--- src/rtl/retire_stage.sv ---
// rtl/retire_stage.sv - in-order ROB-head commit with mispredict flush and terminal halt
// Optional RETIRE_CNT_EN adds a saturating retired-instruction counter on retire_cnt.
module retire_stage #(
  parameter int TAG_W  = 6,
  parameter int ARCH_W = 5,
  parameter int XLEN   = 32,
  parameter int CNT_W  = 32
) (
  input  logic              clock,
  input  logic              reset,
  input  logic              rob_head_valid,
  input  logic              rob_head_done,
  input  logic [TAG_W-1:0]  rob_head_t,
  input  logic [TAG_W-1:0]  rob_head_told,
  input  logic [ARCH_W-1:0] rob_head_arch,
  input  logic              rob_head_mispred,
  input  logic              rob_head_halt,
  input  logic [XLEN-1:0]   rob_head_npc,
  output logic              rob_retire,
  output logic              arch_we,
  output logic [ARCH_W-1:0] arch_idx,
  output logic [TAG_W-1:0]  arch_tag,
  output logic              fl_free_valid,
  output logic [TAG_W-1:0]  fl_free_tag,
  output logic              flush,
  output logic [XLEN-1:0]   flush_pc,
`ifdef RETIRE_CNT_EN
  output logic [CNT_W-1:0]  retire_cnt,
`endif
  output logic              halted
);

  typedef enum logic [1:0] {RUN, FLUSH, HALT} state_e;

  state_e            state_q, state_d;
  logic              arch_we_q, arch_we_d;
  logic [ARCH_W-1:0] arch_idx_q, arch_idx_d;
  logic [TAG_W-1:0]  arch_tag_q, arch_tag_d;
  logic              fl_free_valid_q, fl_free_valid_d;
  logic [TAG_W-1:0]  fl_free_tag_q, fl_free_tag_d;
  logic              flush_q, flush_d;
  logic [XLEN-1:0]   flush_pc_q, flush_pc_d;
  logic              halted_q, halted_d;
  logic              commit;

  // Gated by reset so a held-low reset never pops the ROB.
  assign commit     = reset && (state_q == RUN) && rob_head_valid && rob_head_done;
  assign rob_retire = commit;

  always_comb begin
    state_d         = state_q;
    arch_we_d       = 1'b0;
    arch_idx_d      = arch_idx_q;
    arch_tag_d      = arch_tag_q;
    fl_free_valid_d = 1'b0;
    fl_free_tag_d   = fl_free_tag_q;
    flush_d         = 1'b0;
    flush_pc_d      = flush_pc_q;
    halted_d        = halted_q;
    case (state_q)
      RUN: begin
        if (commit) begin
          if (rob_head_arch != '0) begin
            arch_we_d       = 1'b1;
            arch_idx_d      = rob_head_arch;
            arch_tag_d      = rob_head_t;
            fl_free_valid_d = 1'b1;
            fl_free_tag_d   = rob_head_told;
          end
          // Halt takes priority: a halting mispredict never redirects.
          if (rob_head_halt) begin
            state_d  = HALT;
            halted_d = 1'b1;
          end else if (rob_head_mispred) begin
            state_d    = FLUSH;
            flush_d    = 1'b1;
            flush_pc_d = rob_head_npc;
          end
        end
      end
      FLUSH:   state_d = RUN;
      HALT:    state_d = HALT;
      default: state_d = RUN;
    endcase
  end

  always_ff @(posedge clock or negedge reset) begin
    if (!reset) begin
      state_q         <= RUN;
      arch_we_q       <= 1'b0;
      arch_idx_q      <= '0;
      arch_tag_q      <= '0;
      fl_free_valid_q <= 1'b0;
      fl_free_tag_q   <= '0;
      flush_q         <= 1'b0;
      flush_pc_q      <= '0;
      halted_q        <= 1'b0;
    end else begin
      state_q         <= state_d;
      arch_we_q       <= arch_we_d;
      arch_idx_q      <= arch_idx_d;
      arch_tag_q      <= arch_tag_d;
      fl_free_valid_q <= fl_free_valid_d;
      fl_free_tag_q   <= fl_free_tag_d;
      flush_q         <= flush_d;
      flush_pc_q      <= flush_pc_d;
      halted_q        <= halted_d;
    end
  end

  assign arch_we       = arch_we_q;
  assign arch_idx      = arch_idx_q;
  assign arch_tag      = arch_tag_q;
  assign fl_free_valid = fl_free_valid_q;
  assign fl_free_tag   = fl_free_tag_q;
  assign flush         = flush_q;
  assign flush_pc      = flush_pc_q;
  assign halted        = halted_q;

`ifdef RETIRE_CNT_EN
  logic [CNT_W-1:0] retire_cnt_q, retire_cnt_d;

  always_comb begin
    retire_cnt_d = retire_cnt_q;
    if (commit && (retire_cnt_q != '1)) retire_cnt_d = retire_cnt_q + CNT_W'(1);
  end

  always_ff @(posedge clock or negedge reset) begin
    if (!reset) retire_cnt_q <= '0;
    else        retire_cnt_q <= retire_cnt_d;
  end

  assign retire_cnt = retire_cnt_q;
`endif

endmodule

--- config.mk ---
export PLATFORM = sky130hd
export DESIGN_NAME = retire_stage
export DESIGN_NICKNAME = d
export VERILOG_FILES = /design/src/rtl/retire_stage.sv
export SDC_FILE = /design/constraint.sdc
export NUM_CORES = 1
export LEC_CHECK = 0
export ABC_AREA = 1
export CAP_MARGIN = 25
export CORE_MARGIN = 8
export CORE_UTILIZATION = 39
export CTS_CLUSTER_SIZE = 20
export DETAILED_ROUTE_END_ITERATION = 8
export PLACE_DENSITY_LB_ADDON = 0.25
export RECOVER_POWER = 25
export SETUP_SLACK_MARGIN = 0.2
export SLEW_MARGIN = 20
export SYNTH_ARGS = -nofsm -noshare
export SYNTH_HDL_FRONTEND = slang
export SYNTH_SLANG_ARGS = --single-unit
export TNS_END_PERCENT = 100
--- constraint.sdc ---
create_clock -name clock -period 1.55 [get_ports clock]
set_input_delay 0.31 -clock clock [delete_from_list [all_inputs] [get_ports clock]]
set_output_delay 0.31 -clock clock [all_outputs]
set_load 0.01 [all_outputs]
# ---- Word level (Yosys, flattened, before mapping)
# Index checks and enable logic that the tools add are counted.
dict set report totals {
  reg_bits 54
  input_bits 55
  output_inout_bits 54
  wordCells 32
}
dict set report classes {
  n_eq_ne 3
  n_mux 11
  n_bitwise 1
  reduce_logical 9
}
# op count
set op_table {}
lappend op_table {{1-bit 2-to-1 mux} 7}
lappend op_table {{2-bit 2-to-1 mux} 3}
lappend op_table {{3-bit AND reduction} 2}
lappend op_table {{5-bit nonzero test} 1}
lappend op_table {{2-bit one-hot mux with 2 select lines} 1}
lappend op_table {{4-bit AND reduction} 1}
lappend op_table {{1-bit logical AND} 3}
lappend op_table {{3-bit != test (second input constant)} 1}
lappend op_table {{2-bit equality test (second input constant)} 1}
lappend op_table {{2-bit zero test} 1}
lappend op_table {{2-bit != test (second input constant)} 1}
lappend op_table {{2-bit AND reduction} 1}
lappend op_table {{1-bit inverter} 1}

# ---- Longest topological paths before layout
dict set report depth {
  ltp_word 6
  depth_mapped 7
  depth_no_buf 6
}

# ---- Least setup slack after synthesis
# No wires, ideal clock.
dict set report synth_path {
  kind {reg-to-output}
  startpoint {register state_q[0]}
  endpoint {output port rob_retire}
  t_arrival_ns 0.873
  t_required_ns 1.240
  path_slack_ns 0.367
  path_stages_with_launch 5
  path_buffers 1
  path_cell_list {dfrtp_1 > inv_1 > nand2_2 > nor2_4 > buf_2}
}
dict set report synth_via {
  elab_chain_len 4
}
# item line
set synth_lines {}
lappend synth_lines {{start: declaration} 35} ;# state_e state_q, state_d;
lappend synth_lines {{start signal: assignment} 99} ;# state_q <= state_d;
lappend synth_lines {{2-bit zero test} 47} ;# assign commit = reset && (state_q == RUN) && rob_head_valid && rob_head_done;
lappend synth_lines {{1-bit logical AND (3 in series)} 47}
lappend synth_lines {{end: declaration} 19} ;# output logic rob_retire,
# No other way between the ends.

# ---- Final worst setup path
# Same ends and word-level chain as after synthesis.

==> flow_summary.yaml <==
outcome:
  status: "complete, no violations"
synthesis:
  ys_ff_latch: 54
  seq_area_frac_synth_pct: 63.1
  syn_area_um2: 2140
  yosysTopAreaCell: "dfrtp_1"
  ys_types: 14
  syn_inst: 236
  synth.area.top_cells: "dfrtp_1 63%, nand2_1 18%, nand3_1 11%"
  avgSynthCellArea_um2: 9.08
  synth_warnings: 0
  syn_nets: 291
  post-synth-top-area-fraction_pct: 63.1
cts:
  clkSinkCount: 54
  numCtsBuffers: 5
  cts_tree: "built"
  cts.hold.buffers_added: 0
  htree_levels: 2
  path_clk_slew_ns: 0.09
  clockBufferDepth: 2
  clock_latency_ns: 0.30
  clock_tree.root_cell: "clkbuf_8"
grt:
  grt_antenna_before_repair: 0
  met3_usage_pct: 4.16
  grtUsageTotal_pct: 15.0
  met1_usage_pct: 17.2
  grt_start_max_net_pins: 55
  top_usage_layer: "met2"
  grt_pass1_wl_mm: 10.1
  overflow: 0
  grt_use_met2_pct: 26.1
  grt_pass1_vias: 2051
route:
  drc: 0
  dr.pass1.iters: 4
  drt-total-wl_mm: 5.95
  vias: 1915
  wl_per_cell_um: 14.2
  antenna_left: 0
  vias_per_cell: 4.56
  initialDrtViolationCount: 80
die:
  io_pins: 109
  start_util_pct: 39.6
  core_um2: 5410
  dieArea_um2: 8120
  die_x_um: 90.1
  rows: 27
  die_height_um: 90.1
worst_setup_path:
  start_kind: "register"
  cp_max_fo: 2
  rrSetupSlack_ns: 0.26
  crit_type: "reg2out"
  worstSetupEndpointType: "output pin"
  cp.required_ns: 1.24
  cp_data_arrival_time_ns: 1.04
place:
  hpwl_mm: 4.33
  post_dp_cell_area_um2: 3330
  place_ws_ns: -0.328
  portBuffers: 108
  gp_congestion: 0.699
pwr:
  seqPwrFrac_pct: 47.6
  p_leak_nw: 1.87
  p_sw_share_pct: 28.8
  power_density_nw_per_um2: 1140
  pwr-share-clk_pct: 24.7
  irDropWorstVdd_mv: 0.570
  internal_power_mw: 2.77
  power_switching_mw: 1.12
  pwr-share-comb_pct: 27.8
timing:
  slew_violations: 0
  setup_viol: 0
  fin_crit_ns: 1.35
  max_freq_ghz: 0.738
  worst_slack_ns: 0.195
  slew_headroom_pct: 12.6
  clock_skew_ns: 0.00722
  rsz0062_at_grt: "yes"
  post-route-period-util_pct: 87.4
  worst_pin_slew_ns: 1.31
  final-hold-violation-count: 0
  tns_ns: 0
final_layout:
  layout.nets: 403
  areaGrowthSynthToFinish_pct: 59.6
  nFillCells: 495
  final_util_pct: 63.3
  antenna_cells: 0
  final_common_cell: "nand2_1"
  most-common-layout-cells: "100 x nand2_1, 54 x dfrtp_1, 53 x dlygate4sd2_1, 51 x clkdlybuf4s50_1, 47 x nand3_1"
  design_area_um2: 3420
  final_layout_size_suffix_gt1_share_pct: 8.05
worst_hold_path:
  holdCritPathClass: "in2async"
job:
  maxCapViolCount: 0
-- final cells by class --
cell class | count | area [um^2] | area share (%)
inverter | 8 | 30.0 | 0.878
multi-input combinational | 160 | 699 | 20.5
clock inverter | 1 | 30.0 | 0.878
tap | 72 | 90.1 | 2.63
timing repair buffer | 119 | 1140 | 33.2
sequential | 54 | 1350 | 39.5
clock buffer | 6 | 82.6 | 2.41
-- power by group through the flow --
stage / Sequential, mW / Clock, mW / Combinational (mW)
5_1_grt: 1.89 / 1.04 / 1.20
2_1_floorplan: 2.03 / 0 / 0.278
3_3_place_gp: 1.87 / 0 / 1.29
4_1_cts: 1.85 / 0.982 / 1.09
6_report: 1.85 / 0.959 / 1.08
3_5_place_dp: 1.89 / 0 / 1.30
-- per-layer routing --
| metal | up-vias | routed length (um) |
|---|---|---|
| met5 | - | 0 |
| met2 | 56 | 3080 |
| met3 | 8 | 309 |
| li1 | 970 | - |
| met4 | 0 | 99 |
| met1 | 881 | 2450 |
-- flip-flops by register name, indices dropped and copies added (netlist names) --
signal,count
flush_pc,32
arch_tag,6
fl_free_tag,6
arch_idx,5
state_q,2
fl_free_valid,1
flush,1
halted,1
-- timing repair --
item	CTS	global route
setup buffers	0	2
setup endpoints to repair	105	53
pin swaps	0	2
gates resized for setup	60	6
-- metrics by stage --
stage | power (mW) | hold slack, ns | cells
2_1_floorplan | 2.31 | 0.0144 | 236
3_3_place_gp | 3.16 | 0.437 | 411
3_5_place_dp | 3.19 | 0.445 | 411
4_1_cts | 3.93 | 0.188 | 418
5_1_grt | 4.13 | 0.482 | 420
6_report | 3.89 | 0.409 | 420
-- path summary, 6_finish.rpt --
kind,start,end,depth (start not counted)
min,reset,flush_pc[13]$_DFFE_PN0P_,2
min in group clock,halted$_DFFE_PN0P_,halted$_DFFE_PN0P_,1
max,state_q[0]$_DFFE_PN0P_,rob_retire,4
min reg2reg,halted$_DFFE_PN0P_,halted$_DFFE_PN0P_,1
max reg2reg,state_q[0]$_DFFE_PN0P_,flush_pc[10]$_DFFE_PN0P_,8
max in group asynchronous,reset,flush_pc[4]$_DFFE_PN0P_,2
-- synth_stat cells --
master and count:
inv_1 7, a21o_1 1, nor2_4 1, buf_4 2, clkbuf_1 1, dfrtp_1 54, nand3_2 1, nand3_1 48
nand2_1 100, nand2_2 3, o21ai_0 1, buf_2 11, inv_2 1, nor2_1 5
-- logic make-up after synthesis --
group | after synthesis | synth area share [%]
compound gates | 2 | 0.584
flops | 54 | 63.1
simple gates | 158 | 31.5
buf+inv | 22 | 4.85
-- critical path, stage by stage (launching register included) --
cell,delay (ns)
dfrtp_1,0.38
inv_1,0.06
nand2_2,0.07
nor2_4,0.11
buf_6,0.12
Note: power is estimated with default switching activity, not from simulation.
